==> src/rtl/video_pkg.sv <==
// ============================================================================
// Module      : video_pkg
// Description : Shared definitions for the video sync normaliser: default
//               port widths, the sync polarity type and the duty-cycle rule
//               that turns a measured sync period into a polarity.
//               Used by video_sync_normalize, its interface and
//               sync_polarity_detect.
// Revision    : 1.0  initial release
// ============================================================================
`default_nettype none

package video_pkg;

    localparam int DEF_COLOR_DEPTH = 6;
    localparam int DEF_HSCNT_WIDTH = 12;
    localparam int DEF_VSCNT_WIDTH = 11;

    typedef enum logic {
        SYNC_ACTIVE_LOW  = 1'b0,
        SYNC_ACTIVE_HIGH = 1'b1
    } sync_pol_e;

    // A sync pulse is the short part of its period: if the high time is
    // less than half the period the pulse is high, otherwise it is low.
    function automatic sync_pol_e pol_from_duty(input int unsigned high,
                                                input int unsigned period);
        return ((high << 1) < period) ? SYNC_ACTIVE_HIGH : SYNC_ACTIVE_LOW;
    endfunction

endpackage

`default_nettype wire

==> src/rtl/video_sync_normalize_if.sv <==
// ============================================================================
// Module      : video_sync_normalize_if
// Description : Video bus of the sync normaliser: scandoubled video in,
//               registered normalised video, detected polarities and
//               resolution measurement out. master = video source/sink,
//               slave = normaliser.
// Revision    : 1.0  initial release
// ============================================================================
`default_nettype none

interface video_sync_normalize_if
    import video_pkg::*;
#(
    parameter int COLOR_DEPTH = DEF_COLOR_DEPTH,
    parameter int HSCNT_WIDTH = DEF_HSCNT_WIDTH,
    parameter int VSCNT_WIDTH = DEF_VSCNT_WIDTH
);

    logic                   pixel_ena;
    logic                   hb_in;
    logic                   vb_in;
    logic                   hs_in;
    logic                   vs_in;
    logic [COLOR_DEPTH-1:0] r_in;
    logic [COLOR_DEPTH-1:0] g_in;
    logic [COLOR_DEPTH-1:0] b_in;

    logic                   hb_out;
    logic                   vb_out;
    logic                   hs_out;
    logic                   vs_out;
    logic [COLOR_DEPTH-1:0] r_out;
    logic [COLOR_DEPTH-1:0] g_out;
    logic [COLOR_DEPTH-1:0] b_out;
    logic                   de_out;
    logic                   hs_pol;
    logic                   vs_pol;
    logic [HSCNT_WIDTH-1:0] h_active;
    logic [VSCNT_WIDTH-1:0] v_active;
    logic                   measure_valid;

    modport master (
        output pixel_ena, hb_in, vb_in, hs_in, vs_in, r_in, g_in, b_in,
        input  hb_out, vb_out, hs_out, vs_out, r_out, g_out, b_out, de_out,
        input  hs_pol, vs_pol, h_active, v_active, measure_valid
    );

    modport slave (
        input  pixel_ena, hb_in, vb_in, hs_in, vs_in, r_in, g_in, b_in,
        output hb_out, vb_out, hs_out, vs_out, r_out, g_out, b_out, de_out,
        output hs_pol, vs_pol, h_active, v_active, measure_valid
    );

endinterface

`default_nettype wire

==> src/rtl/sync_polarity_detect.sv <==
// ============================================================================
// Module      : sync_polarity_detect
// Description : Measures one sync signal between consecutive rising edges
//               (period and time spent high, in units of cnt_en) and decides
//               its polarity at each rising edge. Saturated counts keep the
//               previous decision. The first edge after reset only starts a
//               measurement. Also exports the rising-edge strobe.
// Revision    : 1.0  initial release
// ============================================================================
`default_nettype none

module sync_polarity_detect
    import video_pkg::*;
#(
    parameter int CNT_WIDTH = DEF_HSCNT_WIDTH
) (
    input  wire logic clk_sys,
    input  wire logic reset,
    input  wire logic ena,
    input  wire logic cnt_en,
    input  wire logic sync_in,
    output sync_pol_e pol,
    output logic      sync_rise
);

    localparam logic [CNT_WIDTH-1:0] C_ONE = CNT_WIDTH'(1);
    localparam logic [CNT_WIDTH-1:0] C_MAX = '1;

    logic                 prev_q,   prev_d;
    logic                 seen_q,   seen_d;
    logic [CNT_WIDTH-1:0] period_q, period_d;
    logic [CNT_WIDTH-1:0] high_q,   high_d;
    sync_pol_e            pol_q,    pol_d;

    assign sync_rise = ena & sync_in & ~prev_q;
    assign pol       = pol_q;

    // Edge detect, period/high counting and the polarity decision.
    always_comb begin
        prev_d   = prev_q;
        seen_d   = seen_q;
        period_d = period_q;
        high_d   = high_q;
        pol_d    = pol_q;
        if (ena) begin
            prev_d = sync_in;
            if (sync_rise) begin
                if (seen_q && (period_q != C_MAX)) begin
                    pol_d = pol_from_duty(32'(high_q), 32'(period_q));
                end
                seen_d = 1'b1;
                // The edge strobe itself is the first unit of the new period.
                period_d = cnt_en ? C_ONE : '0;
                high_d   = cnt_en ? C_ONE : '0;
            end else if (cnt_en) begin
                if (period_q != C_MAX) begin
                    period_d = period_q + C_ONE;
                end
                if (sync_in && (high_q != C_MAX)) begin
                    high_d = high_q + C_ONE;
                end
            end
        end
    end

    // State register; polarity resets to active-high.
    always_ff @(posedge clk_sys or posedge reset) begin
        if (reset) begin
            prev_q   <= 1'b0;
            seen_q   <= 1'b0;
            period_q <= '0;
            high_q   <= '0;
            pol_q    <= SYNC_ACTIVE_HIGH;
        end else begin
            prev_q   <= prev_d;
            seen_q   <= seen_d;
            period_q <= period_d;
            high_q   <= high_d;
            pol_q    <= pol_d;
        end
    end

endmodule

`default_nettype wire

==> src/rtl/video_sync_normalize.sv <==
// ============================================================================
// Module      : video_sync_normalize
// Description : Registers scandoubled video on each pixel strobe, blanks the
//               colour outside the active area and normalises hsync/vsync to
//               active-high using detected input polarities. Optional
//               resolution measurement (active pixels per line, active lines
//               per frame, stability flag) is built when the macro
//               VIDEO_SYNC_MEASURE_EN is defined; otherwise those outputs
//               are tied to zero.
// Revision    : 1.0  initial release
// ============================================================================
`default_nettype none

module video_sync_normalize
    import video_pkg::*;
#(
    parameter int COLOR_DEPTH = DEF_COLOR_DEPTH,
    parameter int HSCNT_WIDTH = DEF_HSCNT_WIDTH,
    parameter int VSCNT_WIDTH = DEF_VSCNT_WIDTH
) (
    input wire logic               clk_sys,
    input wire logic               reset,
    video_sync_normalize_if.slave  vif
);

    sync_pol_e              hs_pol_e;
    sync_pol_e              vs_pol_e;
    logic                   hs_pol_l;
    logic                   vs_pol_l;
    logic                   h_rise;
    logic                   v_rise_unused;
    logic                   blank;

    logic                   hb_q, hb_d;
    logic                   vb_q, vb_d;
    logic                   hs_q, hs_d;
    logic                   vs_q, vs_d;
    logic                   de_q, de_d;
    logic [COLOR_DEPTH-1:0] r_q,  r_d;
    logic [COLOR_DEPTH-1:0] g_q,  g_d;
    logic [COLOR_DEPTH-1:0] b_q,  b_d;

    // Horizontal polarity counts strobes between hsync edges.
    sync_polarity_detect #(
        .CNT_WIDTH (HSCNT_WIDTH)
    ) u_h_pol (
        .clk_sys   (clk_sys),
        .reset     (reset),
        .ena       (vif.pixel_ena),
        .cnt_en    (1'b1),
        .sync_in   (vif.hs_in),
        .pol       (hs_pol_e),
        .sync_rise (h_rise)
    );

    // Vertical polarity counts lines (hsync edges) between vsync edges.
    sync_polarity_detect #(
        .CNT_WIDTH (VSCNT_WIDTH)
    ) u_v_pol (
        .clk_sys   (clk_sys),
        .reset     (reset),
        .ena       (vif.pixel_ena),
        .cnt_en    (h_rise),
        .sync_in   (vif.vs_in),
        .pol       (vs_pol_e),
        .sync_rise (v_rise_unused)
    );

    assign hs_pol_l = hs_pol_e;
    assign vs_pol_l = vs_pol_e;
    assign blank    = vif.hb_in | vif.vb_in;

    // Data path: capture on the strobe, hold otherwise. Sync uses the
    // polarity in force before this strobe's own decision.
    always_comb begin
        hb_d = hb_q;
        vb_d = vb_q;
        hs_d = hs_q;
        vs_d = vs_q;
        de_d = de_q;
        r_d  = r_q;
        g_d  = g_q;
        b_d  = b_q;
        if (vif.pixel_ena) begin
            hb_d = vif.hb_in;
            vb_d = vif.vb_in;
            hs_d = vif.hs_in ~^ hs_pol_l;
            vs_d = vif.vs_in ~^ vs_pol_l;
            de_d = ~blank;
            r_d  = blank ? '0 : vif.r_in;
            g_d  = blank ? '0 : vif.g_in;
            b_d  = blank ? '0 : vif.b_in;
        end
    end

    // Output registers.
    always_ff @(posedge clk_sys or posedge reset) begin
        if (reset) begin
            hb_q <= 1'b0;
            vb_q <= 1'b0;
            hs_q <= 1'b0;
            vs_q <= 1'b0;
            de_q <= 1'b0;
            r_q  <= '0;
            g_q  <= '0;
            b_q  <= '0;
        end else begin
            hb_q <= hb_d;
            vb_q <= vb_d;
            hs_q <= hs_d;
            vs_q <= vs_d;
            de_q <= de_d;
            r_q  <= r_d;
            g_q  <= g_d;
            b_q  <= b_d;
        end
    end

    assign vif.hb_out = hb_q;
    assign vif.vb_out = vb_q;
    assign vif.hs_out = hs_q;
    assign vif.vs_out = vs_q;
    assign vif.de_out = de_q;
    assign vif.r_out  = r_q;
    assign vif.g_out  = g_q;
    assign vif.b_out  = b_q;
    assign vif.hs_pol = hs_pol_l;
    assign vif.vs_pol = vs_pol_l;

`ifdef VIDEO_SYNC_MEASURE_EN

    localparam logic [HSCNT_WIDTH-1:0] C_H_ONE = HSCNT_WIDTH'(1);
    localparam logic [VSCNT_WIDTH-1:0] C_V_ONE = VSCNT_WIDTH'(1);

    logic                   h_nrise;
    logic                   v_nrise;
    logic [HSCNT_WIDTH-1:0] frame_h;
    logic [VSCNT_WIDTH-1:0] frame_v;
    logic [HSCNT_WIDTH-1:0] act_cnt_q,    act_cnt_d;
    logic [HSCNT_WIDTH-1:0] line_w_q,     line_w_d;
    logic [HSCNT_WIDTH-1:0] h_act_q,      h_act_d;
    logic [VSCNT_WIDTH-1:0] v_cnt_q,      v_cnt_d;
    logic [VSCNT_WIDTH-1:0] v_act_q,      v_act_d;
    logic                   valid_q,      valid_d;
    logic                   frame_seen_q, frame_seen_d;

    // Rising edges of the normalised syncs: next registered value high
    // while the current registered value is low.
    assign h_nrise = vif.pixel_ena & hs_d & ~hs_q;
    assign v_nrise = vif.pixel_ena & vs_d & ~vs_q;

    // Line closes before frame so a coincident hsync edge lands in the frame.
    always_comb begin
        act_cnt_d    = act_cnt_q;
        line_w_d     = line_w_q;
        h_act_d      = h_act_q;
        v_cnt_d      = v_cnt_q;
        v_act_d      = v_act_q;
        valid_d      = valid_q;
        frame_seen_d = frame_seen_q;
        frame_h      = line_w_q;
        frame_v      = v_cnt_q;
        if (vif.pixel_ena) begin
            if (h_nrise) begin
                if (act_cnt_q != '0) begin
                    line_w_d = act_cnt_q;
                    if (v_cnt_q != '1) begin
                        v_cnt_d = v_cnt_q + C_V_ONE;
                    end
                end
                act_cnt_d = blank ? '0 : C_H_ONE;
            end else if (!blank && (act_cnt_q != '1)) begin
                act_cnt_d = act_cnt_q + C_H_ONE;
            end
            if (v_nrise) begin
                frame_h      = line_w_d;
                frame_v      = v_cnt_d;
                h_act_d      = frame_h;
                v_act_d      = frame_v;
                valid_d      = frame_seen_q && (frame_h == h_act_q)
                                            && (frame_v == v_act_q);
                frame_seen_d = 1'b1;
                v_cnt_d      = '0;
            end
        end
    end

    // Measurement registers; reset discards any partial frame.
    always_ff @(posedge clk_sys or posedge reset) begin
        if (reset) begin
            act_cnt_q    <= '0;
            line_w_q     <= '0;
            h_act_q      <= '0;
            v_cnt_q      <= '0;
            v_act_q      <= '0;
            valid_q      <= 1'b0;
            frame_seen_q <= 1'b0;
        end else begin
            act_cnt_q    <= act_cnt_d;
            line_w_q     <= line_w_d;
            h_act_q      <= h_act_d;
            v_cnt_q      <= v_cnt_d;
            v_act_q      <= v_act_d;
            valid_q      <= valid_d;
            frame_seen_q <= frame_seen_d;
        end
    end

    assign vif.h_active      = h_act_q;
    assign vif.v_active      = v_act_q;
    assign vif.measure_valid = valid_q;

`else

    assign vif.h_active      = '0;
    assign vif.v_active      = '0;
    assign vif.measure_valid = 1'b0;

`endif

endmodule

`default_nettype wire

==> src/flat_wrapper.sv <==
// flat-port wrapper written by rule: the top's interface ports become plain ports
module video_sync_normalize_flat import video_pkg::*;
#(
    parameter int COLOR_DEPTH = DEF_COLOR_DEPTH,
    parameter int HSCNT_WIDTH = DEF_HSCNT_WIDTH,
    parameter int VSCNT_WIDTH = DEF_VSCNT_WIDTH
)
  (clk_sys, reset, vif_pixel_ena, vif_hb_in, vif_vb_in, vif_hs_in, vif_vs_in, vif_r_in, vif_g_in, vif_b_in, vif_hb_out, vif_vb_out, vif_hs_out, vif_vs_out, vif_r_out, vif_g_out, vif_b_out, vif_de_out, vif_hs_pol, vif_vs_pol, vif_h_active, vif_v_active, vif_measure_valid);
  video_sync_normalize_if #(.COLOR_DEPTH(COLOR_DEPTH), .HSCNT_WIDTH(HSCNT_WIDTH), .VSCNT_WIDTH(VSCNT_WIDTH)) vif_i ();
  input wire logic clk_sys;
  input wire logic reset;
  input wire logic [$bits(vif_i.pixel_ena)-1:0] vif_pixel_ena;
  input wire logic [$bits(vif_i.hb_in)-1:0] vif_hb_in;
  input wire logic [$bits(vif_i.vb_in)-1:0] vif_vb_in;
  input wire logic [$bits(vif_i.hs_in)-1:0] vif_hs_in;
  input wire logic [$bits(vif_i.vs_in)-1:0] vif_vs_in;
  input wire logic [$bits(vif_i.r_in)-1:0] vif_r_in;
  input wire logic [$bits(vif_i.g_in)-1:0] vif_g_in;
  input wire logic [$bits(vif_i.b_in)-1:0] vif_b_in;
  output wire logic [$bits(vif_i.hb_out)-1:0] vif_hb_out;
  output wire logic [$bits(vif_i.vb_out)-1:0] vif_vb_out;
  output wire logic [$bits(vif_i.hs_out)-1:0] vif_hs_out;
  output wire logic [$bits(vif_i.vs_out)-1:0] vif_vs_out;
  output wire logic [$bits(vif_i.r_out)-1:0] vif_r_out;
  output wire logic [$bits(vif_i.g_out)-1:0] vif_g_out;
  output wire logic [$bits(vif_i.b_out)-1:0] vif_b_out;
  output wire logic [$bits(vif_i.de_out)-1:0] vif_de_out;
  output wire logic [$bits(vif_i.hs_pol)-1:0] vif_hs_pol;
  output wire logic [$bits(vif_i.vs_pol)-1:0] vif_vs_pol;
  output wire logic [$bits(vif_i.h_active)-1:0] vif_h_active;
  output wire logic [$bits(vif_i.v_active)-1:0] vif_v_active;
  output wire logic [$bits(vif_i.measure_valid)-1:0] vif_measure_valid;
  assign vif_i.pixel_ena = vif_pixel_ena;
  assign vif_i.hb_in = vif_hb_in;
  assign vif_i.vb_in = vif_vb_in;
  assign vif_i.hs_in = vif_hs_in;
  assign vif_i.vs_in = vif_vs_in;
  assign vif_i.r_in = vif_r_in;
  assign vif_i.g_in = vif_g_in;
  assign vif_i.b_in = vif_b_in;
  assign vif_hb_out = vif_i.hb_out;
  assign vif_vb_out = vif_i.vb_out;
  assign vif_hs_out = vif_i.hs_out;
  assign vif_vs_out = vif_i.vs_out;
  assign vif_r_out = vif_i.r_out;
  assign vif_g_out = vif_i.g_out;
  assign vif_b_out = vif_i.b_out;
  assign vif_de_out = vif_i.de_out;
  assign vif_hs_pol = vif_i.hs_pol;
  assign vif_vs_pol = vif_i.vs_pol;
  assign vif_h_active = vif_i.h_active;
  assign vif_v_active = vif_i.v_active;
  assign vif_measure_valid = vif_i.measure_valid;
  video_sync_normalize #(.COLOR_DEPTH(COLOR_DEPTH), .HSCNT_WIDTH(HSCNT_WIDTH), .VSCNT_WIDTH(VSCNT_WIDTH)) u_core (.clk_sys(clk_sys), .reset(reset), .vif(vif_i));
endmodule
==> config.mk <==
export PLATFORM = sky130hd
export DESIGN_NAME = video_sync_normalize_flat
export DESIGN_NICKNAME = d
export VERILOG_FILES = /design/src/rtl/video_pkg.sv /design/src/rtl/video_sync_normalize_if.sv /design/src/rtl/sync_polarity_detect.sv /design/src/rtl/video_sync_normalize.sv /design/src/flat_wrapper.sv
export SDC_FILE = /design/constraint.sdc
export NUM_CORES = 1
export LEC_CHECK = 0
export ABC_AREA = 1
export BUFFER_PORTS_ARGS = -buffer_cell sky130_fd_sc_hd__buf_2
export CAP_MARGIN = 20
export CORE_UTILIZATION = 45
export CTS_CLUSTER_DIAMETER = 50
export DETAILED_ROUTE_END_ITERATION = 6
export MAX_ROUTING_LAYER = met4
export PLACE_DENSITY = 0.64
export SETUP_SLACK_MARGIN = 0.3
export SYNTH_ARGS = -nofsm -noshare
export SYNTH_HDL_FRONTEND = slang
export SYNTH_SLANG_ARGS = --single-unit
==> constraint.sdc <==
create_clock -name clk_sys -period 2.8 [get_ports clk_sys]
set_input_delay 0.14 -clock clk_sys [delete_from_list [all_inputs] [get_ports clk_sys]]
set_output_delay 0.14 -clock clk_sys [all_outputs]
set_load 0.05 [all_outputs]
==> metrics.txt <==
# TYPE chip_impl_metric gauge
chip_impl_metric{name="postRouteAntennaNets",unit=""} 0
chip_impl_info{name="worstSetupEndpointType",value="register"} 1
chip_impl_metric{name="cp_max_fo",unit=""} 7
chip_impl_metric{name="timing.max_slew.rel_slack",unit="%"} 49.0
chip_impl_metric{name="synth_edf_count",unit=""} 0
chip_impl_metric{name="grt_pass1_vias",unit=""} 4046
chip_impl_metric{name="worst_path_largest_cell_delay",unit="ns"} 0.48
chip_impl_metric{name="final-max-slew-violation-count",unit=""} 0
chip_impl_metric{name="placed_cell_area",unit="µm²"} 5000
chip_impl_info{name="rsz0062_at_grt",value="no"} 1
chip_impl_metric{name="worst_r2r_path_depth",unit=""} 8
chip_impl_metric{name="drt_first_pass_iters",unit=""} 4
chip_impl_info{name="worstSetupPathType",value="reg -> reg"} 1
chip_impl_metric{name="clock_sinks",unit=""} 75
chip_impl_metric{name="num_io_pins",unit=""} 74
chip_impl_metric{name="viasPerCell",unit=""} 4.92
chip_impl_metric{name="r2r_setup_slack",unit="ns"} 1.06
chip_impl_metric{name="route.detailed.drc",unit=""} 0
chip_impl_info{name="startpoint_type",value="register"} 1
chip_impl_metric{name="postSynth.asyncResetShare",unit="%"} 100
chip_impl_metric{name="power.static_leakage",unit="µW"} 0.00278
chip_impl_metric{name="max_cap_violations",unit=""} 0
chip_impl_info{name="worstPathCellList",value="ha_1 -> nand2_1 -> nor2_2 -> nand4_1 -> nand2_1 -> nand2_1 -> nand2_1 -> nand2_1"} 1
chip_impl_metric{name="final_util",unit="%"} 53.6
chip_impl_metric{name="maxClockFrequency",unit="MHz"} 576
chip_impl_metric{name="synth_seq_area_share",unit="%"} 39.9
chip_impl_metric{name="clock_pin_slew_reported_for_the_worst_setup_and_hold_paths_after_clock_tree_synthesis",unit="ns"} 0.08
chip_impl_metric{name="grt_antenna_before_repair",unit=""} 0
chip_impl_info{name="min_to",value="u_core.vif.r_out[2]"} 1
chip_impl_metric{name="floorplan.rows",unit=""} 36
chip_impl_metric{name="finalCriticalPeriod",unit="ns"} 1.74
chip_impl_metric{name="cts.htree.levels",unit=""} 3
chip_impl_metric{name="cts_buffer_depth",unit=""} 2
chip_impl_info{name="post_synth_main_area_contributors",value="sky130_fd_sc_hd__dfrtp_1 (39%), sky130_fd_sc_hd__nand2_1 (18%), sky130_fd_sc_hd__ha_1 (6.6%)"} 1
chip_impl_info{name="worst_hold_startpoint",value="vif_r_in[2]"} 1
chip_impl_metric{name="grt_overflow",unit=""} 0
chip_impl_metric{name="cp.arrival",unit="ns"} 1.99
chip_impl_metric{name="detailedRoute.firstIterationViolations",unit=""} 178
chip_impl_info{name="hold_path_class",value="in -> reg"} 1
chip_impl_info{name="rr_startpoint",value="u_core.u_v_pol.high_q[0]"} 1
chip_impl_metric{name="grtUsageTotal",unit="%"} 21.5
chip_impl_metric{name="detail_route.wirelength",unit="µm"} 10600
chip_impl_metric{name="routed_wire_length_per_instance",unit="µm"} 12.5
chip_impl_info{name="tritoncts",value="built"} 1
chip_impl_metric{name="portBuffers",unit=""} 49
chip_impl_metric{name="yosysWarnings",unit=""} 0
chip_impl_metric{name="worst_hold_path.num_cells",unit=""} 3
chip_impl_metric{name="grt_max_degree",unit=""} 29
chip_impl_metric{name="vdd.ir_drop.worst",unit="V"} 0.000290
chip_impl_metric{name="post_cts_resize_count",unit=""} 0
chip_impl_metric{name="starting_density_of_the_core",unit="%"} 47.4
chip_impl_metric{name="worst_skew_pair_latency",unit="ns"} 0.35
chip_impl_metric{name="worst-slew-pin-transition",unit="ns"} 0.760
chip_impl_metric{name="syn-cell-area",unit="µm²"} 4710
chip_impl_info{name="yosysMostFrequentCell",value="sky130_fd_sc_hd__nand2_1"} 1
chip_impl_metric{name="first_pass_grt_wire_length",unit="µm"} 18400
chip_impl_metric{name="post_synthesis_area_per_instance",unit="µm²"} 7.35
chip_impl_metric{name="post_synth_num_cell_types",unit=""} 31
chip_impl_metric{name="hpwl",unit="µm"} 7690
chip_impl_metric{name="cts_inserted_buffers",unit=""} 9
chip_impl_metric{name="pwr_density_cell",unit="nW/µm²"} 645
chip_impl_info{name="synth_ff_type",value="sky130_fd_sc_hd__dfrtp_1"} 1
chip_impl_metric{name="gp_congestion",unit=""} 0.834
chip_impl_metric{name="final_hold_violation_count",unit=""} 0
chip_impl_metric{name="setup_violations",unit=""} 0
chip_impl_metric{name="post-route-period-util",unit="%"} 62.0
chip_impl_info{name="outcome",value="finished, final reports clean"} 1
chip_impl_info{name="slowest_cell_on_the_critical_path",value="sky130_fd_sc_hd__dfrtp_1"} 1
chip_impl_info{name="synthTopCellsByCount",value="sky130_fd_sc_hd__nand2_1 (221), sky130_fd_sc_hd__dfrtp_1 (73), sky130_fd_sc_hd__nand3_1 (62), sky130_fd_sc_hd__inv_1 (56), sky130_fd_sc_hd__nor2_1 (54)"} 1
chip_impl_metric{name="synth_top_area_share",unit="%"} 38.7
chip_impl_metric{name="tns",unit="ns"} 0
chip_impl_metric{name="critPathRequiredTime",unit="ns"} 3.05
chip_impl_metric{name="ant_diodes",unit=""} 0
chip_impl_metric{name="dieArea",unit="µm²"} 10900
chip_impl_metric{name="finalNetCount",unit=""} 757
chip_impl_info{name="rr_endpoint",value="u_core.u_v_pol.high_q[9]"} 1
chip_impl_info{name="cpMostUsedCell",value="sky130_fd_sc_hd__nand2_1"} 1
chip_impl_info{name="synth_top_area_cell",value="sky130_fd_sc_hd__dfrtp_1"} 1
chip_impl_metric{name="floorplan.die.width",unit="µm"} 104
chip_impl_metric{name="layout-area-overhead-vs-synth",unit="%"} 13.3
chip_impl_metric{name="finalClockSkew",unit="ns"} 0.0102
chip_impl_metric{name="dr_total_vias",unit=""} 4161
chip_impl_metric{name="share_of_final_layout_standard_cells_stronger_than_drive_strength_1",unit="%"} 13.5
chip_impl_metric{name="floorplan.die.height",unit="µm"} 104
chip_impl_metric{name="final_design_area_no_fill",unit="µm²"} 5340
chip_impl_info{name="cts_root_buf",value="sky130_fd_sc_hd__clkbuf_8"} 1
chip_impl_metric{name="synth_seq_cells",unit=""} 75
chip_impl_metric{name="core_region_area",unit="µm²"} 9950
chip_impl_metric{name="postSynthCellCount",unit=""} 641
-- state kept, by name, summed over array words and instances (netlist names) --
signal	cells
u_core.u_v_pol.pol	1
u_core.vif.hb_out	1
u_core.u_h_pol.seen_q	1
u_core.vif.b_out	6
u_core.u_h_pol.prev_q	1
u_core.vif.hs_out	1
u_core.vif.g_out	6
u_core.vif.de_out	1
u_core.u_v_pol.seen_q	1
u_core.u_v_pol.period_q	11
u_core.u_v_pol.high_q	11
u_core.vif.vb_out	1
u_core.vif.vs_out	1
u_core.vif.r_out	6
u_core.u_v_pol.prev_q	1
u_core.u_h_pol.pol	1
u_core.u_h_pol.high_q	12
u_core.u_h_pol.period_q	12
-- worst max-delay path by stage --
| stage | start | end | slack [ns] | depth (start not counted) |
|---|---|---|---|---|
| final | u_core.u_v_pol.high_q[0] | u_core.u_v_pol.high_q[9] | 1.06 | 8 |
| after global routing | u_core.u_v_pol.high_q[0] | u_core.u_v_pol.high_q[9] | 0.87 | 8 |
| after CTS | u_core.u_v_pol.high_q[0] | u_core.u_v_pol.high_q[9] | 1.09 | 8 |
| after detailed placement | vif_pixel_ena | u_core.u_v_pol.high_q[9] | 0.93 | 10 |
| after global placement | vif_pixel_ena | u_core.u_v_pol.high_q[8] | 0.99 | 10 |
| after floorplan | reset | u_core.u_h_pol.high_q[0] | 0.75 | 1 |
-- what timing repair did --
action | in CTS | in global routing
buffers inserted | 0 | 0
endpoints found under the hold margin | 35 | 0
hold buffers | 13 | 0
setup endpoints to repair | 0 | 0
-- final cells by class --
cell class | instances | area, µm²
flip-flops and latches | 75 | 1880
repair buffers | 68 | 420
inverters | 60 | 225
fillers | 959 | 4610
well taps | 133 | 166
multi-input cells | 493 | 2450
clock inverters | 6 | 63.8
clock buffers | 10 | 138
-- through the flow --
step	total power, µW	cells	hold WS (ns)	worst slack, ns
6_report	3450	845	0.0102	1.06
5_1_grt	3720	845	0.0171	0.875
4_1_cts	3490	844	0.000214	1.09
3_5_place_dp	2600	815	0.235	0.932
3_3_place_gp	2570	815	0.228	0.987
2_1_floorplan	2340	664	0.258	0.753
-- worst max-delay path: cells and delay by family (launching register included) --
kind	cells	cell delay [ns]
and+or+nand+nor	7	0.93
DFF	1	0.48
adders and majority gates	1	0.23
-- layout by cell type (no fill, tap or decap), drive strengths merged --
master       netlist  final
buf               32     55
nand4             14     14
nand3             64     64
bufinv             0      1
clkinvlp           0      2
clkbuf             4     10
a21oi             12     12
nor3               6      6
dfrtp             73     73
nand2            226    226
inv               59     60
dfstp              2      2
clkinv             1      3
or2                2      2
nor2              63     63
o21bai             2      2
conb               1     24
dlygate4sd3        0     13
xor2              13     13
nand3b             4      4
ha                25     25
xnor2              3      3
o21ai             35     35
-- report_power, final --
group	switching (µW)	total [µW]	internal, µW
Sequential	231	1490	1260
Clock	416	852	436
Combinational	725	1100	377
-- cells by family after synthesis --
family,synth area share [%]
compound gates,5.55
xor+xnor,2.97
fa+ha+maj,6.63
buf+inv,10.1
flops,39.9
other cells,0.0795
simple gates,34.8
-- metal layers --
| metal | global-route usage [%] | part of all wire [%] | vias up |
|---|---|---|---|
| li1 | - | - | 2130 |
| met1 | 25.1 | 45 | 1919 |
| met2 | 36.6 | 49 | 92 |
| met3 | 5.01 | 3.9 | 20 |
| met4 | 6.63 | 1.9 | 0 |
| met5 | - | 0 | - |
Note: power is estimated with default switching activity, not from simulation.
